File: src/rtl/y86_fetch_unit.sv
// Y86-64 SEQ fetch stage: reads one instruction byte-serially over a req/ack port and decodes it.
// Optional feature: define IFUN_CHECK_EN to flag invalid ifun values as INS.
module y86_fetch_unit #(
  parameter int unsigned IMEM_BYTES = 1024
) (
  input  logic        clk,
  input  logic        rst_n,
  input  logic        start,
  input  logic [63:0] pc_in,
  output logic        imem_req,
  output logic [63:0] imem_addr,
  input  logic [7:0]  imem_rdata,
  input  logic        imem_ack,
  input  logic        imem_err,
  output logic        busy,
  output logic        done,
  output logic [3:0]  icode,
  output logic [3:0]  ifun,
  output logic [3:0]  rA,
  output logic [3:0]  rB,
  output logic [63:0] valC,
  output logic [63:0] valP,
  output logic [2:0]  stat
);

  localparam logic [2:0] StatAok = 3'd1;
  localparam logic [2:0] StatHlt = 3'd2;
  localparam logic [2:0] StatAdr = 3'd3;
  localparam logic [2:0] StatIns = 3'd4;

  typedef enum logic [1:0] {StIdle, StReq, StDone} state_e;

  state_e      state_q;
  logic [63:0] pc_q;
  logic [3:0]  byte_idx_q;
  logic [3:0]  len_q;

  logic [3:0]  b0_icode, b0_ifun, b0_len;
  logic        in_range, ifun_bad, b0_invalid, has_reg, jump_fmt, last_byte;
  logic [2:0]  cidx;

  function automatic logic [3:0] inst_len(input logic [3:0] ic);
    logic [3:0] len;
    unique case (ic)
      4'h2, 4'h6, 4'hA, 4'hB: len = 4'd2;
      4'h7, 4'h8:             len = 4'd9;
      4'h3, 4'h4, 4'h5:       len = 4'd10;
      default:                len = 4'd1;
    endcase
    return len;
  endfunction

  assign imem_addr = pc_q + {60'd0, byte_idx_q};
  assign in_range  = imem_addr < 64'(IMEM_BYTES);
  assign imem_req  = (state_q == StReq) && in_range;
  assign busy      = (state_q != StIdle);
  assign done      = (state_q == StDone);

  assign b0_icode   = imem_rdata[7:4];
  assign b0_ifun    = imem_rdata[3:0];
  assign b0_len     = inst_len(b0_icode);
  assign b0_invalid = (b0_icode > 4'hB) || ifun_bad;

  always_comb begin
    ifun_bad = 1'b0;
`ifdef IFUN_CHECK_EN
    unique case (b0_icode)
      4'h2, 4'h7: ifun_bad = (b0_ifun > 4'h6);
      4'h6:       ifun_bad = (b0_ifun > 4'h3);
      default:    ifun_bad = (b0_ifun != 4'h0);
    endcase
`endif
  end

  // Register byte follows byte 0 for every format except jXX/call (7/8) and the 1-byte ones.
  assign has_reg   = (icode inside {4'h2, 4'h3, 4'h4, 4'h5, 4'h6, 4'hA, 4'hB});
  assign jump_fmt  = (icode == 4'h7) || (icode == 4'h8);
  assign cidx      = byte_idx_q[2:0] - (jump_fmt ? 3'd1 : 3'd2);
  assign last_byte = (byte_idx_q == len_q - 4'd1);

  always_ff @(posedge clk or negedge rst_n) begin
    if (!rst_n) begin
      state_q    <= StIdle;
      pc_q       <= '0;
      byte_idx_q <= '0;
      len_q      <= '0;
      icode      <= '0;
      ifun       <= '0;
      rA         <= 4'hF;
      rB         <= 4'hF;
      valC       <= '0;
      valP       <= '0;
      stat       <= StatAok;
    end else begin
      unique case (state_q)
        StIdle: begin
          if (start) begin
            state_q    <= StReq;
            pc_q       <= pc_in;
            byte_idx_q <= '0;
            rA         <= 4'hF;
            rB         <= 4'hF;
            valC       <= '0;
            stat       <= StatAok;
          end
        end
        StReq: begin
          if (!in_range || imem_err) begin
            stat    <= StatAdr;
            valP    <= pc_q;
            state_q <= StDone;
          end else if (imem_ack) begin
            if (byte_idx_q == 4'd0) begin
              icode <= b0_icode;
              ifun  <= b0_ifun;
              if (b0_invalid) begin
                stat    <= StatIns;
                valP    <= pc_q;
                state_q <= StDone;
              end else if (b0_icode == 4'h0) begin
                stat    <= StatHlt;
                valP    <= pc_q;
                state_q <= StDone;
              end else if (b0_len == 4'd1) begin
                valP    <= pc_q + 64'd1;
                state_q <= StDone;
              end else begin
                len_q      <= b0_len;
                byte_idx_q <= 4'd1;
              end
            end else begin
              if (has_reg && byte_idx_q == 4'd1) begin
                rA <= imem_rdata[7:4];
                rB <= imem_rdata[3:0];
              end else begin
                valC[{cidx, 3'b000} +: 8] <= imem_rdata;
              end
              if (last_byte) begin
                valP    <= pc_q + {60'd0, len_q};
                state_q <= StDone;
              end else begin
                byte_idx_q <= byte_idx_q + 4'd1;
              end
            end
          end
        end
        StDone:  state_q <= StIdle;
        default: state_q <= StIdle;
      endcase
    end
  end

endmodule
File: config.mk
export PLATFORM = sky130hd
export DESIGN_NAME = y86_fetch_unit
export DESIGN_NICKNAME = d
export VERILOG_FILES = /design/src/rtl/y86_fetch_unit.sv
export SDC_FILE = /design/constraint.sdc
export NUM_CORES = 1
export LEC_CHECK = 0
export BUFFER_PORTS_ARGS = -buffer_cell sky130_fd_sc_hd__buf_2
export CAP_MARGIN = 20
export CORE_MARGIN = 4
export CORE_UTILIZATION = 50
export DETAILED_ROUTE_END_ITERATION = 7
export PLACE_DENSITY = 0.81
export SETUP_SLACK_MARGIN = 0.15
export SLEW_MARGIN = 0
export SYNTH_ARGS = -nofsm -noshare
export SYNTH_HDL_FRONTEND = slang
export SYNTH_SLANG_ARGS = --single-unit
File: constraint.sdc
create_clock -name clk -period 8.1 [get_ports clk]
set_clock_uncertainty 0.05 [all_clocks]
set_input_delay 0.81 -clock clk [delete_from_list [all_inputs] [get_ports clk]]
set_output_delay 0.81 -clock clk [all_outputs]
set_load 0.1 [all_outputs]
==> results of run 1 <==
[power by group through the flow]
stage          clock network (mW)  logic (mW)  registers (mW)
2_1_floorplan                   0        1.08            2.39
3_3_place_gp                    0        2.36            1.56
3_5_place_dp                    0        2.38            1.56
4_1_cts                      1.21        2.38            1.55
5_1_grt                      1.25        2.47            1.58
6_report                     1.19        2.39            1.55
[synth_stat cells, types with 7 or more instances]
cell type  number  area share
mux2_2          9      0.0085
buf_2          19      0.0080
nand2b_1        7      0.0037
a22o_1         27       0.020
ha_1           15       0.016
a32o_1          8      0.0067
dfrtp_1       211        0.44
o211ai_1        7      0.0044
a21oi_1        40       0.017
inv_1          47       0.015
nand4_1        45       0.024
mux2i_1        35       0.029
clkbuf_1       60       0.019
o31ai_1        30       0.019
dfstp_2         9       0.020
nor3_1         32       0.013
o21ai_0        34       0.014
nand2_1       287       0.090
xnor2_1        44       0.032
a31oi_1         9      0.0047
and2_1          7      0.0037
xor2_1         20       0.015
nor4_1         25       0.013
nand3_1        50       0.021
a21o_1         17       0.011
and3_1         12      0.0063
or2_2          11      0.0058
o32a_1          8      0.0067
nor2_1         54       0.017
or3_1           8      0.0042
[area by class of cell]
cell class	instances	share of cell area
Clock buffer	32	0.0515
Tap cell	319	0.0276
Timing Repair Buffer	302	0.109
Sequential cell	220	0.382
Inverter	48	0.0125
Clock inverter	16	0.00979
Multi-Input combinational cell	940	0.408
[placed cells by master, fill, tap and decap left out, types with 11 or more instances in the layout]
master,Yosys,routed
dfrtp_1,211,211
a21oi_1,40,39
nor4_1,25,24
a21o_1,17,17
buf_4,5,11
nand4_1,45,45
clkbuf_16,0,27
nor2_1,54,53
o31ai_1,30,30
nand3_1,50,50
xnor2_1,44,44
mux2i_1,35,35
a22o_1,27,27
xor2_1,20,20
and3_1,12,12
nand2_1,287,287
ha_1,15,15
o21ai_0,34,34
buf_2,19,289
inv_1,47,47
nor3_1,32,32
[registers in the layout, summed over array words and instances, names as in the netlist, 4 cells and up]
register,cells
rA,4
byte_idx_q,4
pc_q,64
valP,64
ifun,4
rB,4
icode,4
valC,64
[per-stage QoR]
step,total power [mW],utilization,cell area (um2),std cells
after CTS,5.14,0.614,14400,1876
after global placement,3.92,0.577,13500,1828
final,5.13,0.616,14400,1877
after floorplan,3.46,-,11900,1298
after detailed placement,3.94,0.577,13500,1828
after global routing,5.30,0.616,14400,1877
[worst max-delay path by stage]
stage | end | slack, ps | cells past startpoint
floorplan | imem_req | 570 | 10
global placement | imem_req | 2580 | 10
detailed placement | valP[13] | 2500 | 12
CTS | imem_req | 1900 | 10
global route | imem_req | 1640 | 10
finish | imem_req | 1860 | 10
[per-layer routing]
metal | GRT usage | vias to the layer above
met4 | 0.108 | 10
li1 | - | 5086
met5 | 0 | -
met2 | 0.469 | 604
met1 | 0.374 | 5459
met3 | 0.0739 | 116
[logic make-up (layout without fill, tap and decap cells)]
| group | after synthesis | in the layout | share of synthesized area |
|---|---|---|---|
| AOI/OAI and AO/OA | 225 | 225 | 0.134 |
| xor gates and xnor gates | 64 | 64 | 0.0470 |
| adders and majority gates | 18 | 18 | 0.0208 |
| buffers and inverters | 138 | 398 | 0.0484 |
| DFF | 220 | 220 | 0.462 |
| muxes | 44 | 44 | 0.0378 |
| and+or+nand+nor | 589 | 589 | 0.250 |
==> summary.md, run 1 <==
| Metric | Value |
|---|---|
| Vias in the first global route | 10864 |
| Switching power | 2.76 mW |
| #FFs+latches synth | 220 |
| Crit Path Max Fanout | 10 |
| RR Startpoint | pc_q[3] |
| Startpoint types | register |
| Routed WL | 39.3 mm |
| WP buf/inv | 1 |
| Net Sw Frac | 0.539 |
| Overflow left after global routing | 0 |
| Clk_lat worst skew | 540 ps |
| Worst path cell trace | ha_1, a21oi_1, o22ai_1, nand4_1, nor4_1, nand3_1, xnor2_1, or4_1, nor4_1, buf_2 |
| Relative slew margins | 0.289 |
| Critical R2R Capture | valP[11] |
| Max-slew violation count | 0 |
| Dpl ws | 2500 ps |
| DRC viols | 0 |
| Number of synthesized flops with an enable pin | 0 |
| Synth Area per Inst | 9.19 um2 |
| CTS Buffer Depth | 3 |
| Pin count of the biggest net entering global routing | 105 |
| Worst slew pin tran | 1070 ps |
| Reg area | 0.00552 mm2 |
| Ys flop type | dfrtp_1 |
| Worst setup path start | pc_q[3] |
| TritonCTS Sinks | 220 |
| Initial DRC Count | 1128 |
| Row count | 56 |
| Drt wl/cell | 21.0 um |
| Routability Congestion | 0.986 |
| Max Fclk | 160 MHz |
| Initial antenna violation count | 5 |
| Seq pwr share | 0.303 |
| R2r setup slk | 2440 ps |
| CTS Root Cell | clkbuf_16 |
| CP max stage cell | or4_1 |
| Vias per cell | 6.01 |
| Post-CTS Setup Inserts | 0 |
| Period utilization | 0.770 |
| FILL cells | 2011 |
| Layout cells sized above 1 | 0.264 |
| Post-DP HPWL | 28.6 mm |
| Max-cap viol count | 0 |
| Port Buf Inserts | 290 |
| Power share of the clock group | 0.232 |
| Layout net count | 1633 |
| Class of the worst hold path | in -> async |
| Core area | 0.0235 mm2 |
| Crit path DAT | 5380 ps |
| Reg2reg path depth | 12 |
| Vias | 11275 |
| Area of the multi-input gates | 0.00589 mm2 |
| TritonCTS clock tree | done |
| Wl on met1 | 15.2 mm |
| DIE WIDTH | 162 um |
| Area Growth Syn to Fin | 21.1% |
| CP Capture Type | output port |
| Initial Utilization | 0.508 |
| Finish-stage setup viols | 0 |
| PwrDens | 355 mW/mm2 |
| Worst-path clk slew | 60 ps |
| Drt pass-1 iters | 6 |
| ANT cells | 0 |
| Max layer used | met5 |
| Setup ws final | 1860 ps |
| Req. time, crit path | 7240 ps |
| First-pass GRT wire length | 60.9 mm |
| Setup CP Type | reg -> out |
| Htree depth | 1 |
| CP max stage delay | 780 ps |
| Async S/R FF share, synth | 1.00 |
| Antenna Violating Nets Remaining | 0 |
| Synth unique cells | 77 |
| Hold Vio Cnt, Final | 0 |
| Setup TNS | 0 ps |
| Die area | 0.0264 mm2 |
| Register area share after synthesis | 0.462 |
| Cts bufs inserted | 26 |
| Cells after Synth | 1298 |
| Ports | 291 |
| Hold WS | 153 ps |
| Critical Path Most Common Cell | nor4_1 |
| YS warnings | 0 |
| Met3 routed WL | 4.07 mm |
| Hold_buf cts | 0 |
| Cell family with most CP delay | simple AND/OR/NAND/NOR gates |
| Synthesized area | 0.0119 mm2 |
| Die Y | 162 um |
| CTS resizes | 0 |
| Pleak | 7.26 nW |
| VDD IR-drop max | 0.000260 V |
| Syn_nets | 1393 |
| P_int | 2.37 mW |
| Minimum clock period | 6240 ps |
| Outcome | complete, no violations |
| Met2 wirelength from detailed routing | 18.3 mm |
| All-Layer GR Usage | 0.289 |
| RSZ-0062 raised after global routing | false |
| Power share of the combinational group | 0.465 |
(Power assumes the default switching activity.)
==> run 2, diff against run 1 <==
ABC_AREA = 1   (was not set)
PLACE_DENSITY = 0.83   (was 0.81)
clock period = 5.4 ns   (was 8.1 ns; I/O delays follow)
==> run 2 against run 1 <==
Compared with the run above: the flow now finishes with violations (negative hold slack); cell area grew 12%; core utilization shrank 1.4 points; count of clock-buffer cells in the layout grew 5; critical path depth grew 7; via count grew 31%; wire length grew 29%; flip-flop and latch count is the same; hold slack lost 220 ps; area after synthesis grew 15%; worst setup slack lost 1400 ps; sequential share of layout area shrank 4.2 points; largest cell class unchanged; first-iteration DRC count grew 34%.
==> summary.md, run 2 <==
| Metric | Value |
|---|---|
| Initial DRC Count | 1508 (+34%) |
| Port Buf Inserts | 290 (unchanged) |
| Row count | 60 (+7.1%) |
| Max-slew violation count | 0 (unchanged) |
| RR Startpoint | pc_q[0] |
| CTS Buffer Depth | 3 (unchanged) |
| DRC viols | 0 (unchanged) |
| Initial antenna violation count | 0 (-5) |
| Critical R2R Capture | valP[14] |
| Overflow left after global routing | 0 (unchanged) |
| Antenna Violating Nets Remaining | 0 (unchanged) |
| Busiest grt layer | met2 |
| Ports | 291 (unchanged) |
| Max Fclk | 204 MHz |
| Worst path cell trace | ha_1, fa_1, nand2_1, nand2_1, nand2_1, nor2_4, nand2_1, nand2_1, nand2_1, nor2_1, nand2_1, nor2_1, nand2_1, nor2_4, nand3_1, nor2_1, buf_2 |
| Met3 Use GR | 0.0661 (-0.00782) |
| Cells after Synth | 1996 (+54%) |
| Synthesized area | 0.0137 mm2 (+15%) |
| Clk_lat worst skew | 530 ps (about the same) |
| CP max stage delay | 500 ps (-280 ps) |
| Drt wl/cell | 19.5 um (-6.8%) |
| Synth unique cells | 37 (-52%) |
| Class of the worst hold path | in -> async |
| Worst setup path start | pc_q[0] |
| Async S/R FF share, synth | 1.00 (unchanged) |
| Htree depth | 1 (unchanged) |
| Startpoint types | register |
| Post-DP HPWL | 39.1 mm (+37%) |
| Syn_nets | 2091 (+50%) |
| Crit Path Max Fanout | 7 (-3) |
| Ys flop type | dfrtp_1 |
| TritonCTS Sinks | 220 (unchanged) |
| Layout cells sized above 1 | 0.186 (-0.0787) |
| Core area | 0.0270 mm2 (+15%) |
| Hold Vio Cnt, Final | 20 (+20) |
| Top-count cell post-synth | nand2_1 |
| Routability Congestion | 1.07 (+8.3%) |
| TritonCTS clock tree | done |
| #FFs+latches synth | 220 (unchanged) |
| Max-cap viol count | 0 (unchanged) |
| Setup CP Type | reg -> out |
| Setup TNS | 0 ps (unchanged) |
| Top cells by count, synth | nand2_1 (701), nor2_1 (264), dfrtp_1 (211), nand3_1 (143), inv_1 (139) |
| Die Y | 173 um (+6.7%) |
| Outcome | finished with violations |
| Post-CTS Setup Inserts | 0 (unchanged) |
| Crit path to | imem_req |
| R2r setup slk | 580 ps (-1860 ps) |
| CTS Root Cell | clkbuf_16 |
| Commonest non-fill, non-tap cell in the layout | nand2_1 |
| First-pass GRT wire length | 80.1 mm (+32%) |
| Period utilization | 0.909 |
| YS warnings | 0 (unchanged) |
| Vias in the first global route | 14437 (+33%) |
| CP Capture Type | output port |
| Hold WS | -65.1 ps (-218 ps) |
| Worst-path clk slew | 60 ps (about the same) |
| Drt pass-1 iters | 7 (+1) |
| RSZ-0062 raised after global routing | false |
| Worst slew pin tran | 1020 ps (-51.1 ps) |
| Die area | 0.0301 mm2 (+14%) |
| Layout net count | 2343 (+43%) |
| Met2 GRT Util | 0.535 (+0.0658) |
| Top cell type's share of synthesized area | 0.386 (-0.0565) |
| Hold_buf cts | 0 (unchanged) |
| Synth Area per Inst | 6.85 um2 (-25%) |
| CP max stage cell | buf_2 |
| Initial Utilization | 0.508 (-0.000762) |
| All-Layer GR Usage | 0.330 (+0.0412) |
| Crit path DAT | 4320 ps (-1060 ps) |
| Largest regs | pc_q x64, valC x64, valP x64 |
| Reg2reg path depth | 23 (+11) |
| Register area share after synthesis | 0.403 (-0.0591) |
| Cts bufs inserted | 24 (-7.7%) |
| Failing checks | negative hold slack |
| Cell taking the most area after synthesis | dfrtp_1 |
| Most used cells in the layout excluding fill and tap cells | nand2_1 (699), buf_2 (289), nor2_1 (264) |
| Minimum clock period | 4910 ps |
| Area Growth Syn to Fin | 18.5% |
| DIE WIDTH | 173 um (+6.7%) |
| Routed WL | 50.9 mm (+29%) |
| Largest cells by area after synthesis | dfrtp_1 (39%), nand2_1 (19%), nor2_1 (7.2%) |
| Finish-stage setup viols | 0 (unchanged) |
| Vias per cell | 5.66 (-5.7%) |
| Relative slew margins | 0.318 (+0.0289) |
| Vias | 14767 (+31%) |
| Met1 Use GR | 0.437 (+0.0627) |
| Pin count of the biggest net entering global routing | 119 (+13%) |
| Number of synthesized flops with an enable pin | 0 (unchanged) |
| Critical Path Most Common Cell | nand2_1 |
| ANT cells | 0 (unchanged) |
| Req. time, crit path | 4810 ps (-2430 ps) |
| CTS resizes | 0 (unchanged) |
-- run 2: worst min-delay path by stage --
stage,from,end,slack [ps],cells past startpoint
6_report,rst_n,valC[8],-70,1
5_1_grt,rst_n,valC[8],30,1
4_1_cts,rst_n,valC[8],10,1
3_5_place_dp,valC[43],valC[43],400,2
3_3_place_gp,valC[43],valC[43],400,2
2_1_floorplan,rst_n,byte_idx_q[0],190,0
-- run 2: final cells by class --
class	count	area, um2
timing repair buffer	307	1630
clock buffer	37	739
inverter	147	552
clock inverter	7	98.8
fill	2491	10700
multi-input combinational	1548	7260
tap	341	427
sequential	220	5520
-- run 2: metrics by stage --
stage               utilization  area, um2  cells  worst slack [ps]
finish                    0.602      16200   2607               492
CTS                       0.602      16200   2607               614
global placement          0.571      15400   2563               855
floorplan                     -      13700   1996               565
global route              0.602      16200   2607               263
detailed placement        0.571      15400   2563               704
-- run 2: logic make-up after synthesis --
kind of cell	after synthesis	share of synthesized area
adders and majority gates	18	0.0181
and+or+nand+nor	1276	0.398
AOI/OAI and AO/OA	195	0.0724
DFF	220	0.403
xor gates and xnor gates	46	0.0294
muxes	13	0.0107
buffers and inverters	228	0.0679
-- run 2: routing by layer --
metal | share of wire | vias to the layer above | wire length [um]
li1 | - | 6941 | -
met1 | 0.41 | 6948 | 20900
met2 | 0.46 | 752 | 23400
met3 | 0.086 | 126 | 4380
met4 | 0.043 | 0 | 2210
met5 | 0 | - | 0
-- run 2: worst max-delay path, delay by kind of cell (launching register included) --
kind | cells | cell delay (ps)
fa+ha+maj | 2 | 550
simple gates | 14 | 2280
buf+inv | 1 | 500
flops | 1 | 470
Power of run 2 is not shown: default switching activity piles up to over one toggle a cycle in this logic, so the estimate is an artifact.
